`src/rtl/iomem_dma_initiator_if.sv`:
```
// PicoSoC iomem valid/ready bus between a DMA initiator and its responders.
// Requests stay up until ready; the responder answers with a single-cycle ready strobe.
interface iomem_dma_initiator_if;
  logic        valid;
  logic        ready;
  logic [3:0]  wstrb;
  logic [31:0] addr;
  logic [31:0] wdata;
  logic [31:0] rdata;

  modport master (output valid, wstrb, addr, wdata, input ready, rdata);
  modport slave  (input valid, wstrb, addr, wdata, output ready, rdata);
endinterface

```
`src/rtl/iomem_dma_initiator.sv`:
```
// Word-copy DMA master on the iomem bus: one read beat then one write beat per word.
// Latency: bus request the cycle after start, 6 cycles/word with 1-cycle ready; waits on ready with an optional per-beat timeout.
module iomem_dma_initiator #(
  parameter int LEN_BITS = 16,
  parameter int TIMEOUT  = 255
) (
  input  logic                  clk,
  input  logic                  reset,
  input  logic                  cfg_start,
  input  logic                  cfg_abort,
  input  logic [31:0]           cfg_src,
  input  logic [31:0]           cfg_dst,
  input  logic [LEN_BITS-1:0]   cfg_len,
  output logic                  busy,
  output logic                  done,
  output logic                  error,
  output logic [LEN_BITS-1:0]   words_done,
  iomem_dma_initiator_if.master iomem
);

  localparam int TW      = (TIMEOUT > 1) ? $clog2(TIMEOUT + 1) : 1;
  localparam int TO_LAST = (TIMEOUT > 0) ? TIMEOUT - 1 : 0;

  typedef enum logic [2:0] {
    S_IDLE, S_RD, S_RD_GAP, S_WR, S_WR_GAP, S_FIN
  } state_t;

  state_t              state, state_n;
  logic [31:0]         src_q, src_n;
  logic [31:0]         dst_q, dst_n;
  logic [LEN_BITS-1:0] len_q, len_n;
  logic [LEN_BITS-1:0] wd_q, wd_n;
  logic [31:0]         addr_q, addr_n;
  logic [31:0]         wdata_q, wdata_n;
  logic                err_q, err_n;
  logic                abort_q, abort_n;
  logic [TW-1:0]       to_cnt, to_n;
  logic                valid_q, busy_q, done_q;
  logic [3:0]          wstrb_q;

  logic beat_done;
  logic to_hit;
  logic abort_any;

  assign beat_done = valid_q & iomem.ready;
  // Ready in the final allowed cycle still completes the beat; timeout only fires without it.
  assign to_hit    = (TIMEOUT != 0) && valid_q && !iomem.ready && (to_cnt == TW'(TO_LAST));
  assign abort_any = abort_q | cfg_abort;

  always_comb begin
    state_n = state;
    src_n   = src_q;
    dst_n   = dst_q;
    len_n   = len_q;
    wd_n    = wd_q;
    addr_n  = addr_q;
    wdata_n = wdata_q;
    err_n   = err_q;
    abort_n = abort_q;
    to_n    = to_cnt;

    if (cfg_abort && state != S_IDLE && state != S_FIN) begin
      abort_n = 1'b1;
    end

    unique case (state)
      S_IDLE: begin
        if (cfg_start) begin
          src_n   = {cfg_src[31:2], 2'b00};
          dst_n   = {cfg_dst[31:2], 2'b00};
          len_n   = cfg_len;
          wd_n    = '0;
          err_n   = 1'b0;
          abort_n = 1'b0;
          if (cfg_len != '0) begin
            state_n = S_RD;
            addr_n  = {cfg_src[31:2], 2'b00};
            to_n    = '0;
          end else begin
            state_n = S_FIN;
          end
        end
      end
      S_RD: begin
        if (beat_done) begin
          wdata_n = iomem.rdata;
          state_n = S_RD_GAP;
        end else if (to_hit) begin
          err_n   = 1'b1;
          state_n = S_FIN;
        end else begin
          to_n = to_cnt + TW'(1);
        end
      end
      S_RD_GAP: begin
        if (abort_any) begin
          state_n = S_FIN;
        end else begin
          state_n = S_WR;
          addr_n  = dst_q;
          to_n    = '0;
        end
      end
      S_WR: begin
        if (beat_done) begin
          wd_n    = wd_q + LEN_BITS'(1);
          src_n   = src_q + 32'd4;
          dst_n   = dst_q + 32'd4;
          state_n = S_WR_GAP;
        end else if (to_hit) begin
          err_n   = 1'b1;
          state_n = S_FIN;
        end else begin
          to_n = to_cnt + TW'(1);
        end
      end
      S_WR_GAP: begin
        if (wd_q == len_q || abort_any) begin
          state_n = S_FIN;
        end else begin
          state_n = S_RD;
          addr_n  = src_q;
          to_n    = '0;
        end
      end
      S_FIN: begin
        state_n = S_IDLE;
      end
      default: begin
        state_n = S_IDLE;
      end
    endcase
  end

  // Bus and status outputs are registered from the next state so they change together.
  always_ff @(posedge clk or posedge reset) begin
    if (reset) begin
      state   <= S_IDLE;
      src_q   <= '0;
      dst_q   <= '0;
      len_q   <= '0;
      wd_q    <= '0;
      addr_q  <= '0;
      wdata_q <= '0;
      err_q   <= 1'b0;
      abort_q <= 1'b0;
      to_cnt  <= '0;
      valid_q <= 1'b0;
      wstrb_q <= 4'h0;
      busy_q  <= 1'b0;
      done_q  <= 1'b0;
    end else begin
      state   <= state_n;
      src_q   <= src_n;
      dst_q   <= dst_n;
      len_q   <= len_n;
      wd_q    <= wd_n;
      addr_q  <= addr_n;
      wdata_q <= wdata_n;
      err_q   <= err_n;
      abort_q <= abort_n;
      to_cnt  <= to_n;
      valid_q <= (state_n == S_RD) || (state_n == S_WR);
      wstrb_q <= (state_n == S_WR) ? 4'hF : 4'h0;
      busy_q  <= (state_n == S_RD) || (state_n == S_RD_GAP) ||
                 (state_n == S_WR) || (state_n == S_WR_GAP);
      done_q  <= (state_n == S_FIN);
    end
  end

  assign busy        = busy_q;
  assign done        = done_q;
  assign error       = err_q;
  assign words_done  = wd_q;
  assign iomem.valid = valid_q;
  assign iomem.wstrb = wstrb_q;
  assign iomem.addr  = addr_q;
  assign iomem.wdata = wdata_q;

endmodule

```
`src/flat_wrapper.sv`:
```
// flat-port wrapper written by rule: the top's interface ports become plain ports
module iomem_dma_initiator_flat 
#(
  parameter int LEN_BITS = 16,
  parameter int TIMEOUT  = 255
)
  (clk, reset, cfg_start, cfg_abort, cfg_src, cfg_dst, cfg_len, busy, done, error, words_done, iomem_valid, iomem_wstrb, iomem_addr, iomem_wdata, iomem_ready, iomem_rdata);
  iomem_dma_initiator_if iomem_i ();
  input  logic clk;
  input  logic reset;
  input  logic cfg_start;
  input  logic cfg_abort;
  input  logic [31:0] cfg_src;
  input  logic [31:0] cfg_dst;
  input  logic [LEN_BITS-1:0] cfg_len;
  output logic busy;
  output logic done;
  output logic error;
  output logic [LEN_BITS-1:0] words_done;
  output wire logic [$bits(iomem_i.valid)-1:0] iomem_valid;
  output wire logic [$bits(iomem_i.wstrb)-1:0] iomem_wstrb;
  output wire logic [$bits(iomem_i.addr)-1:0] iomem_addr;
  output wire logic [$bits(iomem_i.wdata)-1:0] iomem_wdata;
  input wire logic [$bits(iomem_i.ready)-1:0] iomem_ready;
  input wire logic [$bits(iomem_i.rdata)-1:0] iomem_rdata;
  assign iomem_valid = iomem_i.valid;
  assign iomem_wstrb = iomem_i.wstrb;
  assign iomem_addr = iomem_i.addr;
  assign iomem_wdata = iomem_i.wdata;
  assign iomem_i.ready = iomem_ready;
  assign iomem_i.rdata = iomem_rdata;
  iomem_dma_initiator #(.LEN_BITS(LEN_BITS), .TIMEOUT(TIMEOUT)) u_core (.clk(clk), .reset(reset), .cfg_start(cfg_start), .cfg_abort(cfg_abort), .cfg_src(cfg_src), .cfg_dst(cfg_dst), .cfg_len(cfg_len), .busy(busy), .done(done), .error(error), .words_done(words_done), .iomem(iomem_i));
endmodule
```
`config.mk`:
```
export PLATFORM = sky130hd
export DESIGN_NAME = iomem_dma_initiator_flat
export DESIGN_NICKNAME = d
export VERILOG_FILES = /design/src/rtl/iomem_dma_initiator_if.sv /design/src/rtl/iomem_dma_initiator.sv /design/src/flat_wrapper.sv
export SDC_FILE = /design/constraint.sdc
export NUM_CORES = 1
export LEC_CHECK = 0
export CAP_MARGIN = 20
export CORE_UTILIZATION = 55
export DETAILED_ROUTE_END_ITERATION = 8
export PLACE_DENSITY = 0.86
export SLEW_MARGIN = 20
export SYNTH_ARGS = -nofsm -noshare
export SYNTH_HDL_FRONTEND = slang
export SYNTH_SLANG_ARGS = --single-unit
```
`constraint.sdc`:
```
create_clock -name clk -period 10.88 [get_ports clk]
set_input_delay 1.632 -clock clk [delete_from_list [all_inputs] [get_ports clk]]
set_output_delay 1.632 -clock clk [all_outputs]
set_load 0.02 [all_outputs]
```
==> flow_metrics.tcl <==
set metrics [dict create \
    status "completed" \
    placed_area_um2 11200 \
    numCtsBuffers 17 \
    clockBufferDepth 2 \
    track_usage 0.299 \
    synthFlopType "dfrtp_1" \
    wl_per_cell_um 18.2 \
    globalplace.congestion 0.909 \
    worstSkewPairLatency_ps 430 \
    hp-class "reg -> reg" \
    grt_pass1_vias 7709 \
    syn_area_um2 9130 \
    slowest_stage "nand2_1" \
    p_leak_uw 0.00493 \
    drt-initial-drc-count 970 \
    worst_slew_pin_slew_ps 1040 \
    insertedDiodeCount 0 \
    antenna_found_initial 0 \
    async_flop_share 1.00 \
    cts_hold_buf 0 \
    critPathMaxStageDelay_ps 640 \
    start_util 0.569 \
    rsz0062_at_grt "false" \
    reg2reg_from "u_core.state[0]$_DFF_PP0_" \
    die_area_um2 17100 \
    yosys.area.top_type_share 0.471 \
    ys_ff_latch 172 \
    synth_edf_count 0 \
    dp_cells 1354 \
    crit_fanout 71 \
    synth_nets 1122 \
    pwr_density_cell_nw_per_um2 280 \
    critPathLaunchType "input port" \
    finish.cell_count_without_fillers 1386 \
    finalNetCount 1279 \
    hpwl_um 16900 \
    worstPathRequired_ps 11200 \
    design_area_um2 11800 \
    fin_setup_tns_ps 0 \
    fp.dieW_um 131 \
    ys_top_cells_by_area "dfrtp_1 47%, mux2_2 7.6%, nand2_1 7.1%" \
    grt_start_max_net_pins 112 \
    arrival_ps 4480 \
    cts_resized 0 \
    cts_tree "yes" \
    critPathTopFamily "buffers and inverters" \
    setup_viol 0 \
    fin_crit_ps 4160 \
    hold_start "u_core.iomem.wdata[3]$_DFFE_PP0P_" \
    syn_area_per_cell_um2 9.13 \
    synthDistinctLibCells 62 \
    drt-total-wl_um 25200 \
    synth_warnings 0 \
    crit_chain "clkdlybuf4s50_1, or3b_1, a21oi_4, buf_4, nand2_1, a22o_1" \
    drc 0 \
    rows 46 \
    first_pass_iters 7 \
    vias_per_cell 6.06 \
    coreArea_um2 16100 \
    clk_pin_slew_worst_paths_ps 60 \
    postRouteAntennaNets 0 \
    end_kind "flip-flop" \
    final.period_utilization 0.382 \
    synthTopCellsByCount "172 x dfrtp_1, 172 x nand2_1, 97 x a21oi_1" \
    yosys.area.top_type "dfrtp_1" \
    yosysSeqAreaShare 0.471 \
    finClkSkew_ps 10.7 \
    hold_viol 0 \
    grt_pass1_wl_um 39400 \
    relSlewSlack 0.306 \
    clock.fmax_mhz 240 \
    h-tree-depth 4 \
    syn_to_final_growth_pct 29.2 \
    drive_gt1_frac 0.101 \
    drv_slew 0 \
    ios 205 \
    gr-total-overflow 0 \
    startpoint "cfg_start" \
    crit_buf_inv 2 \
    die_h_um 131 \
    ir_drop_v 0.000159 \
    clock-root-buffer "clkbuf_16" \
    cts.sinks 172 \
    postCtsSetupBuffers 0 \
    worstSetupPathType "in -> reg" \
    drv_cap 0 \
    vias 8399 \
    io_buffers 200 \
    synthCells 1000 \
]
## per-stage QoR
| stage | power [uW] | hold WS (ps) | utilization | setup slack [ps] |
|---|---|---|---|---|
| 6_report | 3300 | 502 | 0.735 | 6720 |
| 5_1_grt | 3500 | 512 | 0.735 | 6580 |
| 4_1_cts | 3290 | 505 | 0.735 | 6770 |
| 3_5_place_dp | 2630 | 487 | 0.696 | 6330 |
| 3_3_place_gp | 2580 | 482 | 0.696 | 6330 |
| 2_1_floorplan | 2110 | 466 | - | 4590 |
## where the power goes
| group | internal, uW | leakage, uW | switching, uW |
|---|---|---|---|
| logic | 658 | 0.00257 | 786 |
| clock network | 386 | 0.000291 | 264 |
| registers | 921 | 0.00207 | 287 |
| total | 1970 | 0.00493 | 1340 |
## layer usage
metal  track usage  routed length (um)  vias to the layer above  share of wire
met5             0                   0                        -              0
met3        0.0582                1910                       33          0.076
met1         0.394               10400                     4050           0.41
li1              -                   -                     3913              -
met2         0.496               12500                      403           0.50
met4         0.100                 417                        0          0.017
## cell type report
cell class,count,area [um^2]
sequential,172,4300
timing repair buffer,210,2080
clock buffer,19,433
inverter,16,65.1
multi-input combinational,740,4460
clock inverter,13,190
fill,1123,4260
tap,216,270
## placed cells by master (no fill, tap or decap), types with 7 or more instances in the layout
| master | synthesis | final |
|---|---|---|
| inv_1 | 15 | 14 |
| clkbuf_16 | 0 | 17 |
| clkdlybuf4s50_1 | 0 | 200 |
| nor4_1 | 15 | 15 |
| buf_4 | 5 | 10 |
| xnor2_1 | 7 | 7 |
| a2bb2oi_1 | 9 | 9 |
| and3_1 | 10 | 10 |
| xor2_1 | 19 | 19 |
| o21ai_0 | 50 | 50 |
| a22oi_1 | 33 | 33 |
| nor2_1 | 78 | 76 |
| nand3_1 | 34 | 34 |
| nand2_1 | 172 | 172 |
| a21oi_1 | 97 | 95 |
| dfrtp_1 | 172 | 172 |
| nor3_1 | 11 | 11 |
| or3_1 | 8 | 8 |
| mux2_2 | 62 | 62 |
| nand4_1 | 29 | 29 |
| o22ai_1 | 20 | 20 |
## final timing paths
check	to	depth (start not counted)	slack [ps]
worst max-delay path	u_core.error$_DFFE_PP0P_	6	6720
worst min-delay path	u_core.iomem.wdata[3]$_DFFE_PP0P_	1	500
worst max register to register	u_core.error$_DFFE_PP0P_	5	7750
worst min register to register	u_core.iomem.wdata[3]$_DFFE_PP0P_	1	500
max in group asynchronous	u_core.dst_q[22]$_DFFE_PP0P_	3	7590
min in group asynchronous	u_core.iomem.wdata[21]$_DFFE_PP0P_	2	1750
## logic make-up (layout without fill, tap and decap cells)
family / count (synthesis) / in the layout / share of synthesized area
and+or+nand+nor: 392 / 392 / 0.200
AOI/OAI and AO/OA: 252 / 252 / 0.173
DFF: 172 / 172 / 0.471
buffers and inverters: 88 / 258 / 0.0441
muxes: 65 / 65 / 0.0798
xor gates and xnor gates: 26 / 26 / 0.0249
adders and majority gates: 5 / 5 / 0.00685
## worst reg2reg max path: stages, from the launching register on
cell and delay (ps):
dfrtp_1 630, or3b_1 560, a21oi_4 140, buf_4 630
nand2_1 660, a22o_1 410
## flip-flops by register name, indices dropped and copies added (netlist names)
name	cells
u_core.busy	1
u_core.abort_q	1
u_core.done	1
u_core.iomem.addr	31
u_core.to_cnt	8
u_core.src_q	30
u_core.words_done	16
u_core.iomem.valid	1
u_core.len_q	16
u_core.dst_q	30
u_core.iomem.wdata	32
u_core.iomem.wstrb	1
u_core.state	3
u_core.error	1
Power figures use the tool's default switching activity.
